===== src/rtl/rgbled_pkg.sv =====
// rtl/rgbled_pkg.sv - shared types and helpers for the RGB LED frame sequencer
package rgbled_pkg;

    typedef struct packed {
        logic [7:0] r;
        logic [7:0] g;
        logic [7:0] b;
    } rgb_t;

    typedef enum logic [2:0] {
        IDLE,
        LOAD,
        SEND,
        DRAIN,
        GAP
    } rgbled_state_e;

    // WS281x parts shift green first, then red, then blue.
    function automatic logic [23:0] rgb_to_grb(input rgb_t c);
        return {c.g, c.r, c.b};
    endfunction

endpackage


===== src/rtl/rgbled_if.sv =====
// rtl/rgbled_if.sv - word handshake between the frame sequencer and ws281x_drv
interface rgbled_if;

    logic        go;
    logic [23:0] data;
    logic        data_valid;
    logic        data_last;
    logic        data_ack;
    logic        drv_idle;

    modport master (
        output go, data, data_valid, data_last,
        input  data_ack, drv_idle
    );

    modport slave (
        input  go, data, data_valid, data_last,
        output data_ack, drv_idle
    );

endinterface


===== src/rtl/rgbled_timer.sv =====
// rtl/rgbled_timer.sv - periodic refresh tick and post-frame latch gap counter
module rgbled_timer #(
    parameter int ClkFreq   = 25_000_000,
    parameter int RefreshHz = 100,
    parameter int MinGapUs  = 300
) (
    input  logic clk_i,
    input  logic rst_i,
    input  logic refresh_en_i,
    input  logic gap_clr_i,
    input  logic gap_run_i,
    output logic refresh_hit_o,
    output logic gap_done_o
);

    localparam int     RefreshCyc = (ClkFreq / RefreshHz < 1) ? 1 : ClkFreq / RefreshHz;
    localparam int     RW         = (RefreshCyc > 1) ? $clog2(RefreshCyc) : 1;
    // 64-bit product: MinGapUs * ClkFreq overflows 32 bits at default settings.
    localparam longint GapRaw     = longint'(MinGapUs) * longint'(ClkFreq) / longint'(1000000);
    localparam longint GapCyc     = (GapRaw < 1) ? 1 : GapRaw;
    localparam int     GW         = (GapCyc > 1) ? $clog2(GapCyc) : 1;

    localparam logic [RW-1:0] RefreshLast = RW'(RefreshCyc - 1);
    localparam logic [GW-1:0] GapLast     = GW'(GapCyc - 1);

    logic [RW-1:0] refresh_q, refresh_d;
    logic [GW-1:0] gap_q, gap_d;

    assign refresh_hit_o = refresh_en_i && (refresh_q == RefreshLast);
    assign gap_done_o    = (gap_q == GapLast);

    always_comb begin
        refresh_d = refresh_q + 1'b1;
        if (!refresh_en_i || refresh_hit_o) begin
            refresh_d = '0;
        end
        gap_d = gap_q;
        if (gap_clr_i) begin
            gap_d = '0;
        end else if (gap_run_i && !gap_done_o) begin
            gap_d = gap_q + 1'b1;
        end
    end

    always_ff @(posedge clk_i) begin
        if (rst_i) begin
            refresh_q <= '0;
            gap_q     <= '0;
        end else begin
            refresh_q <= refresh_d;
            gap_q     <= gap_d;
        end
    end

endmodule


===== src/rtl/rgbled_ctrl.sv =====
// rtl/rgbled_ctrl.sv - per-LED colour store that snapshots and streams one frame to ws281x_drv
module rgbled_ctrl #(
    parameter  int NumLeds   = 2,
    parameter  int ClkFreq   = 25_000_000,
    parameter  int RefreshHz = 100,
    parameter  int MinGapUs  = 300,
    localparam int IW        = $clog2(NumLeds) | 1
) (
    input  logic           clk_i,
    input  logic           rst_i,
    input  logic           wr_en_i,
    input  logic [IW-1:0]  wr_idx_i,
    input  logic [23:0]    wr_rgb_i,
    input  logic           update_i,
    input  logic           refresh_en_i,
    output logic           busy_o,
    rgbled_if.master       drv
);
    import rgbled_pkg::*;

    localparam int            AW      = (NumLeds > 1) ? $clog2(NumLeds) : 1;
    localparam logic [AW-1:0] LastIdx = AW'(NumLeds - 1);

    rgbled_state_e state_q;
    rgb_t          colour_q [NumLeds];
    rgb_t          shadow_q [NumLeds];
    logic [AW-1:0] idx_q;
    logic [AW-1:0] idx_nx;
    logic          pend_q;
    logic          go_q;
    logic          valid_q;
    logic          last_q;
    logic [23:0]   data_q;
    logic          refresh_hit;
    logic          gap_done;
    logic          trigger;
    logic          wr_hit;

    assign idx_nx  = idx_q + 1'b1;
    assign trigger = update_i | refresh_hit;
    assign wr_hit  = wr_en_i && (32'(wr_idx_i) < NumLeds);

    assign busy_o          = (state_q != IDLE);
    assign drv.go          = go_q;
    assign drv.data        = data_q;
    assign drv.data_valid  = valid_q;
    assign drv.data_last   = last_q;

    rgbled_timer #(
        .ClkFreq   (ClkFreq),
        .RefreshHz (RefreshHz),
        .MinGapUs  (MinGapUs)
    ) u_timer (
        .clk_i         (clk_i),
        .rst_i         (rst_i),
        .refresh_en_i  (refresh_en_i),
        .gap_clr_i     ((state_q == DRAIN) && drv.drv_idle),
        .gap_run_i     (state_q == GAP),
        .refresh_hit_o (refresh_hit),
        .gap_done_o    (gap_done)
    );

    always_ff @(posedge clk_i) begin
        if (rst_i) begin
            for (int i = 0; i < NumLeds; i++) colour_q[i] <= '0;
        end else if (wr_hit) begin
            colour_q[wr_idx_i[AW-1:0]] <= rgb_t'(wr_rgb_i);
        end
    end

    always_ff @(posedge clk_i) begin
        if (rst_i) begin
            state_q <= IDLE;
            pend_q  <= 1'b0;
            idx_q   <= '0;
            go_q    <= 1'b0;
            valid_q <= 1'b0;
            last_q  <= 1'b0;
            data_q  <= '0;
            for (int i = 0; i < NumLeds; i++) shadow_q[i] <= '0;
        end else begin
            if (state_q != IDLE && trigger) pend_q <= 1'b1;
            case (state_q)
                IDLE: begin
                    if (trigger || pend_q) begin
                        state_q <= LOAD;
                        pend_q  <= 1'b0;
                    end
                end
                LOAD: begin
                    // Outputs come straight from the colour regs so word 0 is valid on SEND entry.
                    shadow_q <= colour_q;
                    idx_q    <= '0;
                    data_q   <= rgb_to_grb(colour_q[0]);
                    go_q     <= 1'b1;
                    valid_q  <= 1'b1;
                    last_q   <= (NumLeds == 1);
                    state_q  <= SEND;
                end
                SEND: begin
                    if (drv.data_ack) begin
                        if (idx_q == LastIdx) begin
                            state_q <= DRAIN;
                            go_q    <= 1'b0;
                            valid_q <= 1'b0;
                            last_q  <= 1'b0;
                            data_q  <= '0;
                        end else begin
                            idx_q  <= idx_nx;
                            data_q <= rgb_to_grb(shadow_q[idx_nx]);
                            last_q <= (idx_nx == LastIdx);
                        end
                    end
                end
                DRAIN: begin
                    if (drv.drv_idle) state_q <= GAP;
                end
                GAP: begin
                    if (gap_done) state_q <= IDLE;
                end
                default: state_q <= IDLE;
            endcase
        end
    end

endmodule


===== src/flat_wrapper.sv =====
// flat-port wrapper written by rule: the top's interface ports become plain ports
module rgbled_ctrl_flat import rgbled_pkg::*;
#(
    parameter  int NumLeds   = 2,
    parameter  int ClkFreq   = 25_000_000,
    parameter  int RefreshHz = 100,
    parameter  int MinGapUs  = 300,
    localparam int IW        = $clog2(NumLeds) | 1
)
  (clk_i, rst_i, wr_en_i, wr_idx_i, wr_rgb_i, update_i, refresh_en_i, busy_o, drv_go, drv_data, drv_data_valid, drv_data_last, drv_data_ack, drv_drv_idle);
  rgbled_if drv_i ();
  input  logic clk_i;
  input  logic rst_i;
  input  logic wr_en_i;
  input  logic [IW-1:0] wr_idx_i;
  input  logic [23:0] wr_rgb_i;
  input  logic update_i;
  input  logic refresh_en_i;
  output logic busy_o;
  output wire logic [$bits(drv_i.go)-1:0] drv_go;
  output wire logic [$bits(drv_i.data)-1:0] drv_data;
  output wire logic [$bits(drv_i.data_valid)-1:0] drv_data_valid;
  output wire logic [$bits(drv_i.data_last)-1:0] drv_data_last;
  input wire logic [$bits(drv_i.data_ack)-1:0] drv_data_ack;
  input wire logic [$bits(drv_i.drv_idle)-1:0] drv_drv_idle;
  assign drv_go = drv_i.go;
  assign drv_data = drv_i.data;
  assign drv_data_valid = drv_i.data_valid;
  assign drv_data_last = drv_i.data_last;
  assign drv_i.data_ack = drv_data_ack;
  assign drv_i.drv_idle = drv_drv_idle;
  rgbled_ctrl #(.NumLeds(NumLeds), .ClkFreq(ClkFreq), .RefreshHz(RefreshHz), .MinGapUs(MinGapUs)) u_core (.clk_i(clk_i), .rst_i(rst_i), .wr_en_i(wr_en_i), .wr_idx_i(wr_idx_i), .wr_rgb_i(wr_rgb_i), .update_i(update_i), .refresh_en_i(refresh_en_i), .busy_o(busy_o), .drv(drv_i));
endmodule

===== config.mk =====
export PLATFORM = sky130hd
export DESIGN_NAME = rgbled_ctrl_flat
export DESIGN_NICKNAME = d
export VERILOG_FILES = /design/src/rtl/rgbled_pkg.sv /design/src/rtl/rgbled_if.sv /design/src/rtl/rgbled_timer.sv /design/src/rtl/rgbled_ctrl.sv /design/src/flat_wrapper.sv
export SDC_FILE = /design/constraint.sdc
export NUM_CORES = 1
export LEC_CHECK = 0
export CAP_MARGIN = 20
export CORE_UTILIZATION = 60
export CTS_CLUSTER_DIAMETER = 30
export CTS_CLUSTER_SIZE = 28
export DETAILED_ROUTE_END_ITERATION = 8
export PLACE_DENSITY = 0.84
export SKIP_CTS_REPAIR_TIMING = 1
export SYNTH_ARGS = -nofsm -noshare
export SYNTH_HDL_FRONTEND = slang
export SYNTH_SLANG_ARGS = --single-unit
export TNS_END_PERCENT = 1

===== constraint.sdc =====
create_clock -name clk_i -period 2.8 [get_ports clk_i]
set_input_delay 0.84 -clock clk_i [delete_from_list [all_inputs] [get_ports clk_i]]
set_output_delay 0.84 -clock clk_i [all_outputs]
set_load 0.05 [all_outputs]

==> summary by stage <==
Global routing
The number of antenna violations at the first check in global routing came to 0. The total routing resource utilization after global routing is 0.286. The pin count of the biggest net entering global routing is 103.

The via count of the first global-routing pass was 4355. The overall overflow remaining after global route is 0. The global-route wire length before repair is between 15 and 20 mm.

Timing
Setup repair after global routing left no endpoint under its margin. The final period utilization is 0.925. After routing, the total negative slack on setup checks comes to 0 ns. The final count of pins violating max slew is 0. The number of setup violations in the final report is 0. The largest clock skew in the final design is roughly 0.0050 ns.

The hold violation total from the final report is 0. The tightest slew margin relative to the limit is 0.386. At the pin with the least slew margin, the transition time is about 0.92 ns.

The final period demand of the worst path is about 2.6 ns. The maximum operating frequency is 386 MHz.

Detailed routing
The total met3 wirelength after detailed routing is 599 µm. The detailed-route wire length on metal 1 is 5.11 mm. After detailed routing, the number of remaining DRC violations is 0.

The routed length on met2 is 6.10 mm. The wire length after detailed routing is between 10 and 15 mm. In the final routed layout, each cell accounts on average for roughly 15 µm. The remaining antenna violation count after routing is 0. The count of TritonRoute iterations in the first routing pass is 5. Signal routing reaches up to met4.

In the routed layout, each cell is associated on average with a via count of 5.85. The final route contains 4572 vias. The number of DRC markers after the initial detailed-route iteration is 390.

Power and ir drop
The net switching power figure is 1270 µW. The total power after layout is 4730 µW. Of the total power, the clock network draws 0.436. The sequential group share of total power is 0.436.

In this run the power density over the cells is 744 nW/µm². The fraction of power spent switching nets is 0.268. In this run the static leakage power is 0.00219 µW. Cell internal power was estimated by the tool at 3460 µW.

The largest vdd supply drop is 471 µV. Of the total power, combinational logic draws 0.129.

Worst setup path
The signal on the critical path passes through clkdlybuf4s50_1. The top cell family by delay on the critical path is buffers and inverters. The slowest stage of the critical path is the sky130_fd_sc_hd__clkdlybuf4s50_1 cell. Counting both buffers and inverters, the worst setup path holds a total of 1. Data arrives at the worst endpoint at about 1.8 ns.

Data on the critical path is required at its endpoint by 1.96 ns. The type of origin of the critical path is a register. The category of the critical setup timing path is register to output pin. The endpoint type of the worst setup path is an output pin. The delay of the slowest cell on the worst path is 0.83 ns. The largest fanout on the critical path is 4.

Final layout
The fraction of layout instances using a drive strength above 1 is 0.0725. Relative to the synthesized area, the layout overhead comes to 22.6%. The total inserted antenna cells is 0. The final net count is 699.

Clock network
Clock-pin slew was measured on the worst setup and hold paths at 0.06 ns. The clock latency on the worst-skew pair is approximately 0.53 ns. Clock tree synthesis selected as its root buffer the cell sky130_fd_sc_hd__clkbuf_8. In this run, CTS created clock tree buffers numbering 17. CTS saw 134 sinks.

The worst-case clock buffer depth is 2. The clock tree synthesis step divided the H-tree into 4 levels. TritonCTS built the clock tree.

Hold path
The classification of the worst-slack hold path is register to register.

Yosys
The synthesis warning total is 0. The share of flip-flops with an asynchronous set or reset is 0. The post-synthesis sequential area ratio is 0.517.

The number of nets produced by synthesis is 652. Summing every instance area after synthesis gives 5180 µm². Synthesis handed over a netlist of 618 instances. The flip-flop and latch count after synthesis is 134. The number of synthesized flops with an enable pin is 0. The average cell area after synthesis is 8.39 µm².

The flip-flop cell with the highest count after synthesis is sky130_fd_sc_hd__dfxtp_1. The distinct cell type count of the synthesized netlist is 48.

Run
The tool flagged a number of max-cap violations equal to 0.

Place
Detailed placement ended at an HPWL of ~7.4 mm. The congestion estimate from routability-driven global placement came to 0.811. The count of buffers inserted at the top-level ports is 59.

Status
The flow ran to the end, and the final reports show no timing, DRC or antenna violations.

Floorplanning
The core region is just over 8000 µm². The die outline area is 9020 µm². The horizontal die dimension is 95.0 µm. The count of boundary I/O pins is 60. The vertical die dimension is 95.0 µm. The initial core utilization is 0.625.

The number of placement rows is 33.
state kept, by name, indices dropped and copies added, names as in the netlist:
| register | cells |
|---|---|
| u_core.drv.data | 24 |
| u_core.state_q | 3 |
| u_core.u_timer.gap_q | 13 |
| u_core.pend_q | 1 |
| u_core.drv.go | 1 |
| u_core.drv.data_last | 1 |
| u_core.u_timer.refresh_q | 18 |
| u_core.shadow_q | 24 |
| u_core.idx_q | 1 |
| u_core.colour_q | 48 |
cell usage in the layout (no fill, tap or decap), drive strengths merged, types with 12 or more instances in the layout:
cell	count
a21oi	83
a222oi	20
clkbuf	21
clkdlybuf4s50	57
dfxtp	134
nand2	158
nand4	13
nor2	60
nor3	12
xnor2	14
area by class of cell:
| class | instances | area, µm² |
|---|---|---|
| Sequential cell | 134 | 2680 |
| Multi-Input combinational cell | 437 | 2300 |
| Fill cell | 598 | 1950 |
| Timing Repair Buffer | 68 | 666 |
| Clock buffer | 21 | 439 |
| Tap cell | 105 | 131 |
| Clock inverter | 9 | 104 |
| Inverter | 7 | 26.3 |
layer usage:
metal  up-vias  track usage
met5         -            0
met4         0        0.126
met3        23       0.0821
met2       157        0.489
met1      2172        0.331
li1       2220            -
per-stage QoR:
step / utilization / setup slack (ns) / hold slack [ns] / std cells / cell area (µm²)
2_1_floorplan: - / 0.907 / 0.430 / 618 / 5180
3_3_place_gp: 0.700 / 0.318 / 0.438 / 751 / 5810
3_5_place_dp: 0.700 / 0.282 / 0.446 / 751 / 5810
4_1_cts: 0.766 / 0.190 / 0.454 / 781 / 6350
5_1_grt: 0.766 / 0.148 / 0.470 / 781 / 6350
6_report: 0.766 / 0.210 / 0.453 / 781 / 6350
cells in the mapped netlist, types with 6 or more instances:
master / number / share of area
sky130_fd_sc_hd__buf_2: 11 / 0.011
sky130_fd_sc_hd__a21oi_1: 81 / 0.078
sky130_fd_sc_hd__nand3_1: 6 / 0.0058
sky130_fd_sc_hd__nand4_1: 12 / 0.014
sky130_fd_sc_hd__nand2_1: 158 / 0.11
sky130_fd_sc_hd__inv_1: 7 / 0.0051
sky130_fd_sc_hd__nor3_1: 12 / 0.012
sky130_fd_sc_hd__o21ai_0: 7 / 0.0068
sky130_fd_sc_hd__nor4_1: 7 / 0.0084
sky130_fd_sc_hd__nor2_1: 60 / 0.043
sky130_fd_sc_hd__clkbuf_1: 24 / 0.017
sky130_fd_sc_hd__dfxtp_1: 134 / 0.52
sky130_fd_sc_hd__xnor2_1: 14 / 0.024
sky130_fd_sc_hd__xor2_1: 8 / 0.014
sky130_fd_sc_hd__a222oi_1: 20 / 0.039
power by group through the flow:
stage	clock network (µW)	logic, µW	registers [µW]
after floorplan	0	337	2160
after global placement	0	584	2090
after detailed placement	0	602	2100
after CTS	2080	608	2060
after global routing	2160	654	2070
final	2060	608	2060
cells by family (layout without fill, tap and decap cells):
kind of cell | Yosys count | in the layout | synth area share
and+or+nand+nor | 287 | 287 | 0.246
DFF | 134 | 134 | 0.517
AOI/OAI and AO/OA | 125 | 125 | 0.153
buffers and inverters | 47 | 105 | 0.0396
xor gates and xnor gates | 22 | 22 | 0.0372
adders and majority gates | 2 | 2 | 0.00483
muxes | 1 | 1 | 0.00193
final timing paths:
check                      from             endpoint  slack, ns  cells past startpoint
max               u_core.drv.go       drv_data_valid       0.21                      1
min reg2reg  u_core.colour_q[5]   u_core.shadow_q[5]       0.45                      2
min          u_core.colour_q[5]   u_core.shadow_q[5]       0.45                      2
max reg2reg   u_core.state_q[2]  u_core.shadow_q[11]       0.91                      4
Note: power is estimated with default switching activity, not from simulation.
